`src/rtl/proc_ctrl_fsm_pkg.sv`:
```
// Shared definitions for the lab processor control unit.
//  - Opcode values for mv / mvi / add / sub.
//  - Time-step state type T0..T3.
//  - Field extractors for instruction words of the form IIXXXYYY.
package proc_pkg;

  typedef enum logic [1:0] {
    T0 = 2'd0,
    T1 = 2'd1,
    T2 = 2'd2,
    T3 = 2'd3
  } state_t;

  localparam logic [1:0] OP_MV  = 2'b00;
  localparam logic [1:0] OP_MVI = 2'b01;
  localparam logic [1:0] OP_ADD = 2'b10;
  localparam logic [1:0] OP_SUB = 2'b11;

  localparam int unsigned OPC_HI = 7;
  localparam int unsigned OPC_LO = 6;
  localparam int unsigned RX_HI  = 5;
  localparam int unsigned RX_LO  = 3;
  localparam int unsigned RY_HI  = 2;
  localparam int unsigned RY_LO  = 0;

  function automatic logic [1:0] opc_of(input logic [7:0] w);
    return w[OPC_HI:OPC_LO];
  endfunction

  function automatic logic [2:0] rx_of(input logic [7:0] w);
    return w[RX_HI:RX_LO];
  endfunction

  function automatic logic [2:0] ry_of(input logic [7:0] w);
    return w[RY_HI:RY_LO];
  endfunction

endpackage

```
`src/rtl/proc_ctrl_fsm_reg_onehot_dec.sv`:
```
// 3-to-8 register-select decoder.
//  sel    in  3  register index; bit i of onehot corresponds to Ri
//  en     in  1  when low the output is all zeros
//  onehot out 8  one-hot register select
module reg_onehot_dec (
  input  logic [2:0] sel,
  input  logic       en,
  output logic [7:0] onehot
);

  always_comb begin
    onehot = '0;
    if (en) onehot[sel] = 1'b1;
  end

endmodule

```
`src/rtl/proc_ctrl_fsm.sv`:
```
// Control unit for the 8-register, single-bus lab processor.
// Latches IIXXXYYY instruction words, steps T0..T3 and decodes the bus
// selects and load enables for mv / mvi / add / sub.
//  P_clock in   1   clock, rising edge
//  resetn  in   1   asynchronous, active-high reset
//  Run     in   1   start an instruction (sampled in T0 only)
//  DIN     in   DW  instruction word (T0) / immediate (mvi T1)
//  IR      out  DW  instruction register
//  IRin    out  1   IR load strobe
//  Rin     out  8   register load enables
//  Rout    out  8   register bus drive (one-hot or zero)
//  DINout  out  1   DIN drives bus
//  Gout    out  1   G drives bus
//  Ain     out  1   load A
//  Gin     out  1   load G from adder
//  AddSub  out  1   0 = add, 1 = subtract
//  Done    out  1   final step of the instruction
//  Busy    out  1   not in T0
module proc_ctrl_fsm
  import proc_pkg::*;
#(
  parameter int unsigned DW = 8
) (
  input  logic          P_clock,
  input  logic          resetn,
  input  logic          Run,
  input  logic [DW-1:0] DIN,
  output logic [DW-1:0] IR,
  output logic          IRin,
  output logic [7:0]    Rin,
  output logic [7:0]    Rout,
  output logic          DINout,
  output logic          Gout,
  output logic          Ain,
  output logic          Gin,
  output logic          AddSub,
  output logic          Done,
  output logic          Busy
);

  state_t     state, state_n;
  logic [1:0] opc;
  logic [2:0] rx, ry;
  logic [7:0] x_oh, y_oh;
  logic       dec_en;

  assign opc    = opc_of(IR[7:0]);
  assign rx     = rx_of(IR[7:0]);
  assign ry     = ry_of(IR[7:0]);
  // Decoders stay silent in T0 so no register select can leak onto the bus.
  assign dec_en = (state != T0);

  reg_onehot_dec u_dec_x (
    .sel    (rx),
    .en     (dec_en),
    .onehot (x_oh)
  );

  reg_onehot_dec u_dec_y (
    .sel    (ry),
    .en     (dec_en),
    .onehot (y_oh)
  );

  always_ff @(posedge P_clock or posedge resetn) begin
    if (resetn) begin
      state <= T0;
      IR    <= '0;
    end else begin
      state <= state_n;
      if (IRin) IR <= DIN;
    end
  end

  always_comb begin
    state_n = state;
    Rin     = '0;
    Rout    = '0;
    DINout  = 1'b0;
    Gout    = 1'b0;
    Ain     = 1'b0;
    Gin     = 1'b0;
    AddSub  = 1'b0;
    Done    = 1'b0;
    Busy    = (state != T0);
    // Gated by reset so every output reads zero while reset is held.
    IRin    = (state == T0) && Run && !resetn;

    unique case (state)
      T0: begin
        if (Run) state_n = T1;
      end
      T1: begin
        unique case (opc)
          OP_MV: begin
            Rout    = y_oh;
            Rin     = x_oh;
            Done    = 1'b1;
            state_n = T0;
          end
          OP_MVI: begin
            DINout  = 1'b1;
            Rin     = x_oh;
            Done    = 1'b1;
            state_n = T0;
          end
          OP_ADD, OP_SUB: begin
            Rout    = x_oh;
            Ain     = 1'b1;
            state_n = T2;
          end
        endcase
      end
      T2: begin
        Rout    = y_oh;
        Gin     = 1'b1;
        AddSub  = (opc == OP_SUB);
        state_n = T3;
      end
      T3: begin
        Gout    = 1'b1;
        Rin     = x_oh;
        Done    = 1'b1;
        state_n = T0;
      end
    endcase
  end

endmodule

```
`config.mk`:
```
export PLATFORM = sky130hd
export DESIGN_NAME = proc_ctrl_fsm
export DESIGN_NICKNAME = d
export VERILOG_FILES = /design/src/rtl/proc_ctrl_fsm_pkg.sv /design/src/rtl/proc_ctrl_fsm_reg_onehot_dec.sv /design/src/rtl/proc_ctrl_fsm.sv
export SDC_FILE = /design/constraint.sdc
export NUM_CORES = 1
export LEC_CHECK = 0
export BUFFER_PORTS_ARGS = -buffer_cell sky130_fd_sc_hd__buf_4
export CORE_MARGIN = 5
export CORE_UTILIZATION = 45
export DETAILED_ROUTE_END_ITERATION = 16
export GPL_ROUTABILITY_DRIVEN = 0
export PLACE_DENSITY = 0.79
export SLEW_MARGIN = 30
export SYNTH_ARGS = -nofsm -noshare
export SYNTH_HDL_FRONTEND = slang
export SYNTH_HIERARCHICAL = 1
export SYNTH_SLANG_ARGS = --single-unit
export TNS_END_PERCENT = 30
```
`constraint.sdc`:
```
create_clock -name P_clock -period 1.8 [get_ports P_clock]
set_input_delay 0.27 -clock P_clock [delete_from_list [all_inputs] [get_ports P_clock]]
set_output_delay 0.27 -clock P_clock [all_outputs]
set_load 0.05 [all_outputs]
```
**After elaboration in Yosys (flattened, before gate mapping)**

Cells that the tools add are included.

- Memories kept: 0
- Register bits after elaboration: 10
- Output and inout port bits: 32
- Bits in read-only memories: 0
- Latch bits: 0
- Bits in writable memories: 0
- Logic and storage cells: 45

- Bitwise logic cells: 0
- $add $sub $neg: 0
- Divide/modulo/power cells: 0
- $lt $le $gt $ge: 4
- Eq/ne operators: 7
- Multiply operators: 0
- Mux-type cells: 22
- Reduce and logical (&&, ||, !) cells: 10
- Shift-type cells: 0

Operator list:

| cell | count |
|---|---|
| 8-bit one-hot mux with 2 select lines | 3 |
| 8-bit 2-to-1 mux | 3 |
| 1-bit 2-to-1 mux | 10 |
| 2-bit equality test, second input constant | 4 |
| 3-bit by 4-bit less-than comparator with 1-bit output, second input constant | 2 |
| 2-bit one-hot mux with 4 select lines | 1 |
| 1-bit demux with 3-bit select | 2 |
| 3-bit by 1-bit >= comparator with 1-bit output, second input constant | 2 |
| 2-bit by 1-bit equality test with 1-bit output, second input constant | 2 |
| 1-bit logical AND | 4 |
| 2-bit logical NOT | 2 |
| 2-bit one-hot mux with 2 select lines | 1 |
| 2-bit OR reduction | 2 |
| 2-bit 2-to-1 mux | 1 |
| 2-bit inequality test, second input constant | 1 |
| 1-bit one-hot mux with 2 select lines | 1 |
| 2-bit nonzero test | 1 |
| 1-bit logical NOT | 1 |

**Logic depth before layout (Yosys ltp)**

Gate-level depths: netlist (run 1).

- Depth after elaboration: 7
- Gate-level depth with buffers: 7
- Gate-level depth less buffers: 6

**Modules after synthesis**

The synthesis (run 1) kept the hierarchy.

Modules (own cells, without submodules):

| module | times used | area an instance (um^2) | sequential area each (um^2) | cells each |
|---|---|---|---|---|
| proc_ctrl_fsm | 1 | 679.4 | 250.2 | 76 |
| reg_onehot_dec (u_dec_x) | 1 | 96.3 | 0.0 | 8 |
| reg_onehot_dec (u_dec_y) | 1 | 95.1 | 0.0 | 8 |

**Least setup slack after synthesis (run 1)**

OpenSTA, ideal clock, no wires.

- Kind: register to output
- From: register state[0]
- To: output port Rout[7]
- Arrival time: 2652 ps
- Path buffers: 0
- Cell stages (with the launch flop): 7
- Setup slack: -1122 ps
- Required time: 1530 ps
- Cell sequence: dfrtp_1 inv_1 ha_1 inv_1 and4_2 nand2_1 o21ai_0

- Longest elaborated chain between the ends: 4
- Elaborated cells between the ends (all ways): 7
- Those cells by class: eq/ne (2); mux (4); reduce/logical (1)

RTL lines:

| what | RTL line | source |
|---|---|---|
| start, declared | proc_ctrl_fsm.sv:41 | `state_t state, state_n;` |
| start signal, assigned | proc_ctrl_fsm.sv:70 | `state <= state_n;` |
| 2-bit nonzero test * | -- |  |
| net Busy | proc_ctrl_fsm.sv:38 | `output logic Busy` |
| 8-bit 2-to-1 mux * | proc_ctrl_fsm_reg_onehot_dec.sv:13 | `if (en) onehot[sel] = 1'b1;` |
| net y_oh[7] | proc_ctrl_fsm.sv:44 | `logic [7:0] x_oh, y_oh;` |
| 8-bit one-hot mux with 2 select lines | proc_ctrl_fsm.sv:94 | `unique case (opc)` |
| 8-bit one-hot mux with 2 select lines * | proc_ctrl_fsm.sv:89 | `unique case (state)` |
| end, declared | proc_ctrl_fsm.sv:31 | `output logic [7:0] Rout,` |

The timed path passes the listed nets; every way through them passes the cells marked *.

**Worst setup path after layout (run 1)**

- From: register state[0]
- To: output port Rout[3]

- Longest elaborated chain between the ends: 4
- Elaborated cells between the ends (all ways): 7
- Those cells by class: eq/ne (2); mux (4); reduce/logical (1)

RTL lines:

| what | RTL line | source |
|---|---|---|
| 2-bit nonzero test * | proc_ctrl_fsm.sv:51 | `assign dec_en = (state != T0);` |
| 8-bit 2-to-1 mux * | proc_ctrl_fsm_reg_onehot_dec.sv:13 |  |
| net y_oh[3] | proc_ctrl_fsm.sv:44 |  |
| 8-bit one-hot mux with 2 select lines | proc_ctrl_fsm.sv:94 |  |
| 8-bit one-hot mux with 2 select lines * | proc_ctrl_fsm.sv:89 |  |

Marked as above.

==> results.py, run 1 <==
metrics = {
    "run_status": {
        "status": "finished with violations",
        "violations": "negative setup slack",
    },
    "synthesis": {
        "synth-simple-area-share": 0.404,
        "synthTopCellsByCount": "nand2_1 (16), dfrtp_1 (10), mux2_2 (9)",
        "synth-compound-area-share": 0.0819,
        "synth_async_sr_flop_share": 1.00,
        "synth_ff_type": "dfrtp_1",
        "synth_adder_area_share": 0.0575,
        "synth_top_area_cell": "dfrtp_1",
        "yosysMostFrequentCell": "nand2_1",
        "ys_ff_latch": 10,
        "synth_edf_count": 0,
        "synth_top_family_by_area": "simple AND/OR/NAND/NOR gates",
        "synthCells": 92,
        "synthMuxAreaShare": 0.116,
        "synth_xor_area_frac": 0,
        "yosys-top-cells-area": "dfrtp_1 (29%), mux2_2 (12%), nand2_1 (6.9%), and4b_2 (6.5%), and4bb_2 (5.7%)",
        "synth_seq_area_share": 0.287,
        "synth_area_per_cell_um2": 9.47,
        "syn_area_um2": 871,
        "synth_top_area_share": 0.287,
        "synth_warnings": 6,
        "synth_nets": 107,
        "synth_cell_types": 23,
    },
    "clock_network": {
        "cts_tree": "built",
        "clkLatencyLatePin_ns": 0.27,
        "clock_tree.root_cell": "clkbuf_4",
        "cts.sinks": 10,
        "clk_pin_slew_ns": 0.06,
        "clock_path_buffers": 2,
        "cts-htree-levels": 1,
        "cts_buffers": 3,
    },
    "die": {
        "rows": 16,
        "start_util": 0.458,
        "die_h_um": 54.0,
        "die_area_mm2": 0.00291,
        "ios": 43,
        "coreArea_mm2": 0.00190,
        "die_w_um": 54.0,
    },
    "timing": {
        "setup_viol": 19,
        "finClkSkew_ns": 0.00130,
        "timing.fmax_mhz": 496,
        "layout_setup_ws_ns": -0.215,
        "final-hold-violation-count": 0,
        "worstMarginPinSlew_ns": 0.350,
        "min_period_over_period": 1.12,
        "period_needed_ns": 2.01,
        "relSlewSlack": 0.767,
        "rsz0062_at_grt": "yes",
        "slew_violations": 0,
    },
    "drt": {
        "drt_iter0_drc": 5,
        "drtPass1Iterations": 4,
        "via_per_inst": 5.30,
        "vias": 938,
        "wl_per_cell_um": 16.8,
        "ant_nets": 0,
        "wl_um": 2970,
        "drc_errors": 0,
    },
    "place": {
        "dpl.hpwl_um": 1860,
        "io_buffers": 42,
    },
    "worst_setup_path": {
        "cpMaxStageDelayCell": "dfrtp_2",
        "worstPathArrival_ns": 1.74,
        "crit_required_ns": 1.53,
        "cpPeakStageDelay_ns": 0.43,
        "cp-start-kind": "flip-flop",
        "path_cells": "inv_2 -> ha_4 -> clkinvlp_2 -> and4b_2 -> nand2_1 -> o21ai_4 -> buf_4",
        "critPathCaptureType": "output pin",
        "crit_type": "flip-flop to output pin",
        "critical_path.max_fanout": 4,
    },
    "pwr": {
        "vdd_drop_max_uv": 1690,
        "power.leakage_uw": 0.000710,
        "power.total_uw": 3350,
        "p_per_area_mw_per_mm2": 2000,
    },
    "finish": {
        "layout.nets": 166,
        "drive_above_1_share": 0.800,
        "final.fill_count": 89,
        "areaGrowthSynthToFinish_pct": 92.4,
        "antenna_cells": 0,
        "fin_util": 0.881,
    },
    "global_route": {
        "grt_max_degree": 11,
        "grt_pass1_wl_um": 4860,
        "grt_usage": 0.231,
        "antenna_found_initial": 0,
        "overflow": 0,
        "first_global_vias": 959,
    },
    "run": {
        "maxCapViolCount": 0,
    },
    "worst_hold_path": {
        "min_path_type": "primary input to asynchronous set/reset pin",
    },
}
[through the flow]
stage / setup TNS (ns) / area [um^2] / hold WS, ns / std cells / worst slack, ns
after floorplan: -0.833 / 1090 / 0.141 / 92 / -0.0867
after global placement: 0 / 1510 / 0.340 / 168 / 0.0698
after detailed placement: 0 / 1510 / 0.347 / 168 / 0.0614
after CTS: -1.83 / 1660 / 0.0494 / 176 / -0.155
after global routing: -3.58 / 1680 / 0.0707 / 177 / -0.251
final: -2.68 / 1680 / 0.0573 / 177 / -0.215
[cells by family (layout without fill, tap and decap cells)]
group,after synthesis,after routing
buffers and inverters,10,68
AOI/OAI and AO/OA,12,12
adders and majority gates,4,4
DFF,10,10
muxes,9,9
and+or+nand+nor,47,47
[flip-flops by register name, indices dropped and copies added (netlist names), named ones only]
name / count
IR: 8
state: 1
[what timing repair did]
action / 4_1_cts / 5_1_grt
buffers inserted: 2 / 1
resized for setup: 26 / 1
hold buffers: 0 / 0
endpoints found under the setup margin: 16 / 20
pin swaps: 2 / 1
cloned: 2 / 0
[worst max-delay path, delay by kind of cell (launching register included)]
kind | cells | cell delay (ns)
flip-flops | 1 | 0.43
buffers and inverters | 3 | 0.43
AND/OR/NAND/NOR | 2 | 0.35
adder cells (fa/ha/maj) | 1 | 0.19
AO/OA/AOI/OAI | 1 | 0.05
[cell usage in the layout, fill, tap and decap left out, types with 2 or more instances in the layout]
cell type,Yosys,layout
inv_2,0,4
ha_4,0,2
buf_12,0,2
mux2_2,9,9
and4bb_2,4,4
nand2_2,0,6
dfrtp_1,10,8
clkinvlp_4,0,3
o21ai_4,0,8
nor2_1,2,2
and4bb_1,2,2
buf_6,1,18
nor2b_4,0,8
and3_1,3,2
dfrtp_2,0,2
and4b_2,5,5
buf_4,0,33
nand2_1,16,10
inv_1,8,2
clkbuf_4,0,3
ha_2,0,2
[power by group]
part           total [uW]  internal, uW  switching (uW)
Clock                 199           123            76.0
Combinational        2560          1020            1540
Sequential            590           339             252
[final timing paths]
check / from / endpoint / slack (ns) / cells after the start
worst min register to register: IR[7] / IR[7] / 0.61 / 1
worst min-delay path: resetn / asynchronous set/reset pin / 0.06 / 3
max in group asynchronous: resetn / state[0] / 1.60 / 3
worst max-delay path: state[0] / Rout[3] / -0.21 / 7
min in group P_clock: DIN[6] / IR[6] / 0.23 / 2
worst max register to register: state[0] / flip-flop / 0.01 / 7
[metal layers]
metal / share of wire / vias to the layer above / track usage / routed length (um)
met2: 0.49 / 37 / 0.385 / 1470
met5: 0 / - / 0 / 0
met1: 0.42 / 448 / 0.302 / 1250
met3: 0.067 / 5 / 0.0277 / 199
met4: 0.018 / 0 / 0.0913 / 54
li1: - / 448 / - / -
[final cells by class]
type / instances / area [um^2] / area share
tap: 27 / 33.8 / 0.0202
inverter: 8 / 37.5 / 0.0224
sequential: 10 / 253 / 0.151
clock buffer: 4 / 36.3 / 0.0217
timing repair inverter: 2 / 12.5 / 0.00747
multi-input combinational: 72 / 797 / 0.476
timing repair buffer: 54 / 505 / 0.302
Note: power is estimated with default switching activity, not from simulation.
==> run 2, diff against run 1 <==
Settings changed: ABC_AREA set to 1, CORE_UTILIZATION 45 to 46.
Clock period 1.8 ns to 2 ns, I/O delays scaled along.
==> results.py, run 2 <==
metrics = {
    "run_status": {
        "status": "finished with violations",
        "violations": "negative setup slack",
    },
    "finish": {
        "largest_reg_flops": 8,
        "reg_top3": "IR: 8 flops, state: 1 flops",
        "antenna_cells": 0,
        "layout.nets": 232,
        "areaGrowthSynthToFinish_pct": 73.9,
        "top_register": "IR",
        "layout_commonest_cell": "nand2_1",
        "drive_above_1_share": 0.488,
        "layout_common_cells": "nand2_1 (51), buf_4 (38), inv_1 (23)",
        "fin_util": 0.830,
    },
    "clock_network": {
        "clock_tree.root_cell": "clkbuf_4",
        "clock_path_buffers": 2,
        "cts_buffers": 3,
        "cts.sinks": 10,
        "clk_pin_slew_ns": 0.06,
        "cts-htree-levels": 1,
        "cts_tree": "built",
        "clkLatencyLatePin_ns": 0.26,
    },
    "global_route": {
        "overflow": 0,
        "antenna_found_initial": 0,
        "grt_max_degree": 12,
        "grt_usage": 0.228,
        "grt_pass1_wl_um": 4970,
        "first_global_vias": 1177,
    },
    "place": {
        "io_buffers": 42,
        "dpl.hpwl_um": 2230,
    },
    "synthesis": {
        "synth_top_area_share": 0.273,
        "synth_cell_types": 16,
        "synth_warnings": 6,
        "synth_seq_area_share": 0.273,
        "synth_nets": 176,
        "syn_area_um2": 917,
        "synth_top_area_cell": "dfrtp_1",
        "synth_async_sr_flop_share": 1.00,
        "yosys-top-cells-area": "dfrtp_1 (27%), nand2_1 (23%), inv_1 (12%), nor2_1 (11%), nand3_1 (8.7%)",
        "synth_edf_count": 0,
        "synth_area_per_cell_um2": 5.70,
        "yosysMostFrequentCell": "nand2_1",
        "synthCells": 161,
        "synth_ff_type": "dfrtp_1",
        "ys_ff_latch": 10,
        "synthTopCellsByCount": "nand2_1 (57), inv_1 (30), nor2_1 (28)",
    },
    "die": {
        "start_util": 0.477,
        "coreArea_mm2": 0.00192,
        "ios": 43,
        "die_h_um": 54.7,
        "die_w_um": 54.7,
        "die_area_mm2": 0.00299,
        "rows": 16,
    },
    "worst_setup_path": {
        "crit_type": "flip-flop to output pin",
        "r2r_setup_slack_ns": 0.42,
        "critPathLaunch": "state[0]",
        "critical_path.max_fanout": 5,
        "rr_worst_depth": 9,
        "worstReg2RegEnd": "IR[7]",
        "reg2reg_from": "state[0]",
        "crit_end": "Rout[5]",
        "crit_required_ns": 1.70,
        "cp-start-kind": "flip-flop",
        "worstPathArrival_ns": 1.80,
        "critPathCaptureType": "output pin",
    },
    "pwr": {
        "power.leakage_uw": 0.000813,
        "p_per_area_mw_per_mm2": 1670,
        "vdd_drop_max_uv": 1200,
    },
    "timing": {
        "min_period_over_period": 1.05,
        "fin_setup_tns_ns": -0.523,
        "worstMarginPinSlew_ns": 0.398,
        "timing.fmax_mhz": 476,
        "final-hold-violation-count": 0,
        "relSlewSlack": 0.735,
        "rsz0062_at_grt": "yes",
        "setup_viol": 8,
        "slew_violations": 0,
        "period_needed_ns": 2.10,
        "layout_setup_ws_ns": -0.103,
        "finClkSkew_ns": 0.000400,
    },
    "drt": {
        "wl_um": 3350,
        "via_per_inst": 5.10,
        "drc_errors": 0,
        "vias": 1234,
        "ant_nets": 0,
        "drt_iter0_drc": 16,
        "wl_per_cell_um": 13.8,
        "drtPass1Iterations": 4,
    },
    "run": {
        "maxCapViolCount": 0,
    },
    "worst_hold_path": {
        "min_path_type": "primary input to asynchronous set/reset pin",
    },
}
[run 2: cell types whose count changed in the layout (fill, tap and decap cells not counted), moves of 6 or more]
cell,change
inv_1,+21
mux2_2,-9
nand2_1,+41
nand3_1,+12
nor2_1,+6
nor2_2,+16
nor2b_4,-8
o21ai_4,-8
[run 2: worst max-delay path, stage by stage (launching register included)]
cell        delay (ns)
dfrtp_1           0.40
inv_2             0.07
ha_4              0.17
clkinvlp_4        0.16
nand2_4           0.10
nor2_4            0.15
nand2_1           0.10
nand2_2           0.08
inv_2             0.05
a21oi_4           0.11
buf_6             0.17
[run 2: worst min-delay path by stage]
stage | cells past startpoint | endpoint | slack (ns) | from
5_1_grt | 3 | asynchronous set/reset pin | 0.1 | resetn
6_report | 3 | asynchronous set/reset pin | 0.07 | resetn
3_5_place_dp | 3 | asynchronous set/reset pin | 0.34 | resetn
3_3_place_gp | 3 | IR[5] | 0.34 | resetn
4_1_cts | 3 | IR[4] | 0.05 | resetn
2_1_floorplan | 1 | IR[0] | 0.16 | resetn
[run 2: area by class of cell]
type                    count  area (um^2)
fillers                   136          327
clock buffers               3         22.5
multi-input cells         116          698
flip-flops and latches     10          250
inverters                  32          125
repair buffers             54          465
well taps                  27         33.8
[run 2: metal layers]
metal	GRT usage	share of wire	wire (um)
met1	0.243	0.36	1210
met2	0.431	0.55	1830
met3	0.0218	0.056	187
met4	0.124	0.036	119
met5	0	0	0
[run 2: cell families (layout without fill, tap and decap cells)]
logic type                 after synthesis  after routing  share of synthesized area
and+or+nand+nor                        104            104                      0.465
buffers and inverters                   35             89                      0.151
DFF                                     10             10                      0.273
AOI/OAI and AO/OA                        8              8                     0.0559
adders and majority gates                4              4                     0.0546
[run 2: report_power, final]
part | total (uW) | leakage (uW) | internal (uW) | switching [uW]
logic | 2080 | 0.000675 | 665 | 1420
clock network | 132 | 0.0000138 | 69.2 | 62.3
registers | 450 | 0.000124 | 294 | 156
total | 2660 | 0.000813 | 1030 | 1640
[run 2: per-stage QoR]
stage | area (um^2) | hold slack (ns) | cells | worst slack (ns) | power, uW
2_1_floorplan | 981 | 0.155 | 161 | -0.00559 | 1660
3_3_place_gp | 1340 | 0.343 | 230 | 0.160 | 2080
3_5_place_dp | 1340 | 0.343 | 230 | 0.0829 | 2110
4_1_cts | 1520 | 0.0532 | 240 | -0.0186 | 2510
5_1_grt | 1600 | 0.0954 | 242 | -0.166 | 2840
6_report | 1600 | 0.0718 | 242 | -0.103 | 2660
[run 2: what timing repair did]
action	4_1_cts	5_1_grt
hold buffers	0	0
setup buffers	7	2
pin swaps	8	6
resized for setup	31	19
endpoints found under the setup margin	17	16
==> run 3, diff against run 2 <==
Settings changed: PLACE_DENSITY 0.79 to 0.77.
==> results.py, run 3 (synthesis results as in run 2) <==
metrics = {
    "drt": {
        "vias": 1144,
        "drt_iter0_drc": 36,
        "ant_nets": 0,
        "drtPass1Iterations": 4,
        "drc_errors": 0,
        "wl_um": 2920,
        "via_per_inst": 4.77,
        "wl_per_cell_um": 12.2,
    },
    "timing": {
        "finClkSkew_ns": 0.000681,
        "relSlewSlack": 0.755,
        "slew_violations": 0,
        "rsz0062_at_grt": "yes",
        "min_period_over_period": 1.07,
        "setup_viol": 4,
        "layout_setup_ws_ns": -0.138,
        "timing.fmax_mhz": 468,
        "worstMarginPinSlew_ns": 0.367,
        "period_needed_ns": 2.14,
        "final-hold-violation-count": 0,
    },
    "finish": {
        "final_cell_area_mm2": 0.00153,
        "layout_common_cells": "nand2_1 (52), buf_4 (43), inv_1 (26)",
        "reg_top3": "IR: 8 flops, state: 1 flops",
        "drive_above_1_share": 0.432,
        "top_register": "IR",
        "multiInputGateArea_um2": 671,
        "fin_cells": 240,
        "ff_latch_area_um2": 250,
        "antenna_cells": 0,
        "largest_reg_flops": 8,
        "final.fill_count": 157,
        "layout.nets": 230,
        "layout_commonest_cell": "nand2_1",
        "areaGrowthSynthToFinish_pct": 66.4,
    },
    "pwr": {
        "p_per_area_mw_per_mm2": 1670,
        "vdd_drop_max_uv": 1300,
        "power.leakage_uw": 0.000798,
    },
    "worst_setup_path": {
        "critical_path.max_fanout": 5,
        "cp.buffers_inverters": 4,
        "cp-start-kind": "flip-flop",
        "worstPathArrival_ns": 1.84,
        "critPathMostFrequentCell": "nand2_1",
        "crit_family": "simple AND/OR/NAND/NOR gates",
        "cpPeakStageDelay_ns": 0.37,
        "crit_type": "flip-flop to output pin",
        "critPathCaptureType": "output pin",
        "path_cells": "inv_2 -> ha_4 -> clkinvlp_4 -> nand2_4 -> nor2_1 -> nand2_1 -> nand2_1 -> inv_1 -> a21oi_4 -> buf_6",
        "crit_required_ns": 1.70,
        "cpMaxStageDelayCell": "dfrtp_1",
    },
    "global_route": {
        "antenna_found_initial": 0,
        "first_global_vias": 1063,
        "grt_max_degree": 12,
        "grt_pass1_wl_um": 4680,
        "grt_usage": 0.213,
        "overflow": 0,
    },
    "clock_network": {
        "cts_buffers": 3,
        "cts_tree": "built",
        "clkLatencyLatePin_ns": 0.25,
        "cts-htree-levels": 1,
        "clk_pin_slew_ns": 0.06,
        "clock_tree.root_cell": "clkbuf_4",
        "cts.sinks": 10,
        "clock_path_buffers": 2,
    },
    "die": {
        "rows": 16,
        "die_area_mm2": 0.00299,
        "die_w_um": 54.7,
        "ios": 43,
        "die_h_um": 54.7,
        "start_util": 0.477,
        "coreArea_mm2": 0.00192,
    },
    "place": {
        "io_buffers": 42,
        "placed_cell_area_mm2": 0.00134,
        "dpl.cell_count": 230,
        "dpl.hpwl_um": 2200,
    },
    "run": {
        "maxCapViolCount": 0,
    },
    "worst_hold_path": {
        "min_path_type": "primary input to asynchronous set/reset pin",
    },
    "run_status": {
        "status": "finished with violations",
        "violations": "negative setup slack",
    },
}
## run 3: cell types whose count changed in the layout (fill, tap and decap cells not counted), sizes merged
cell,previous run,this run
buf,54,52
## run 3: routing by layer
metal,vias up,GRT usage,part of all wire
met5,-,0,0
met4,0,0.0539,0.016
met3,4,0.0272,0.058
met2,35,0.421,0.55
met1,523,0.232,0.37
li1,582,-,-
## run 3: final cells by class
class / count / area share
clock buffer: 3 / 0.0148
sequential: 10 / 0.164
multi-input combinational: 116 / 0.439
timing repair buffer: 52 / 0.278
tap: 27 / 0.0221
inverter: 32 / 0.0820
## run 3: final timing paths
| kind | endpoint | slack [ns] | cells past startpoint |
|---|---|---|---|
| worst min register to register | IR[2] | 0.59 | 2 |
| worst max-delay path | Rout[5] | -0.14 | 10 |
| worst min-delay path | IR[4] | 0.06 | 3 |
| max in group asynchronous | IR[7] | 1.80 | 3 |
| worst max register to register | flip-flop | 0.43 | 7 |
| min in group P_clock | IR[0] | 0.24 | 3 |
## run 3: worst reg2reg max path: stages, from the launching register on
cell        delay [ns]
dfrtp_1           0.39
inv_2             0.09
ha_4              0.16
clkinvlp_4        0.19
buf_4             0.20
o21ai_0           0.25
nand2_1           0.09
o21ai_0           0.11
## run 3: per-stage QoR
step | power, uW | utilization | TNS (ns) | setup slack (ns) | hold WS [ns]
global placement | 2090 | 0.695 | 0 | 0.156 | 0.341
finish | 2550 | 0.794 | -0.199 | -0.138 | 0.0646
detailed placement | 2120 | 0.695 | 0 | 0.0791 | 0.333
global route | 2710 | 0.794 | -0.998 | -0.238 | 0.0654
floorplan | 1660 | - | -0.00559 | -0.00559 | 0.155
CTS | 2410 | 0.749 | -0.0145 | -0.00912 | 0.0586
## run 3: repair_timing
action                                 in CTS  in global routing
buffers inserted                            4                  3
setup endpoints to repair                  15                 17
hold buffers                                0                  0
endpoints found under the hold margin       0                  0
gates resized for setup                    15                 17
pin swaps                                   4                 11
gates cloned                                0                  0
## run 3: report_power, final
group	internal (uW)	switching (uW)
clock network	68.8	56.0
logic	629	1350
registers	295	145
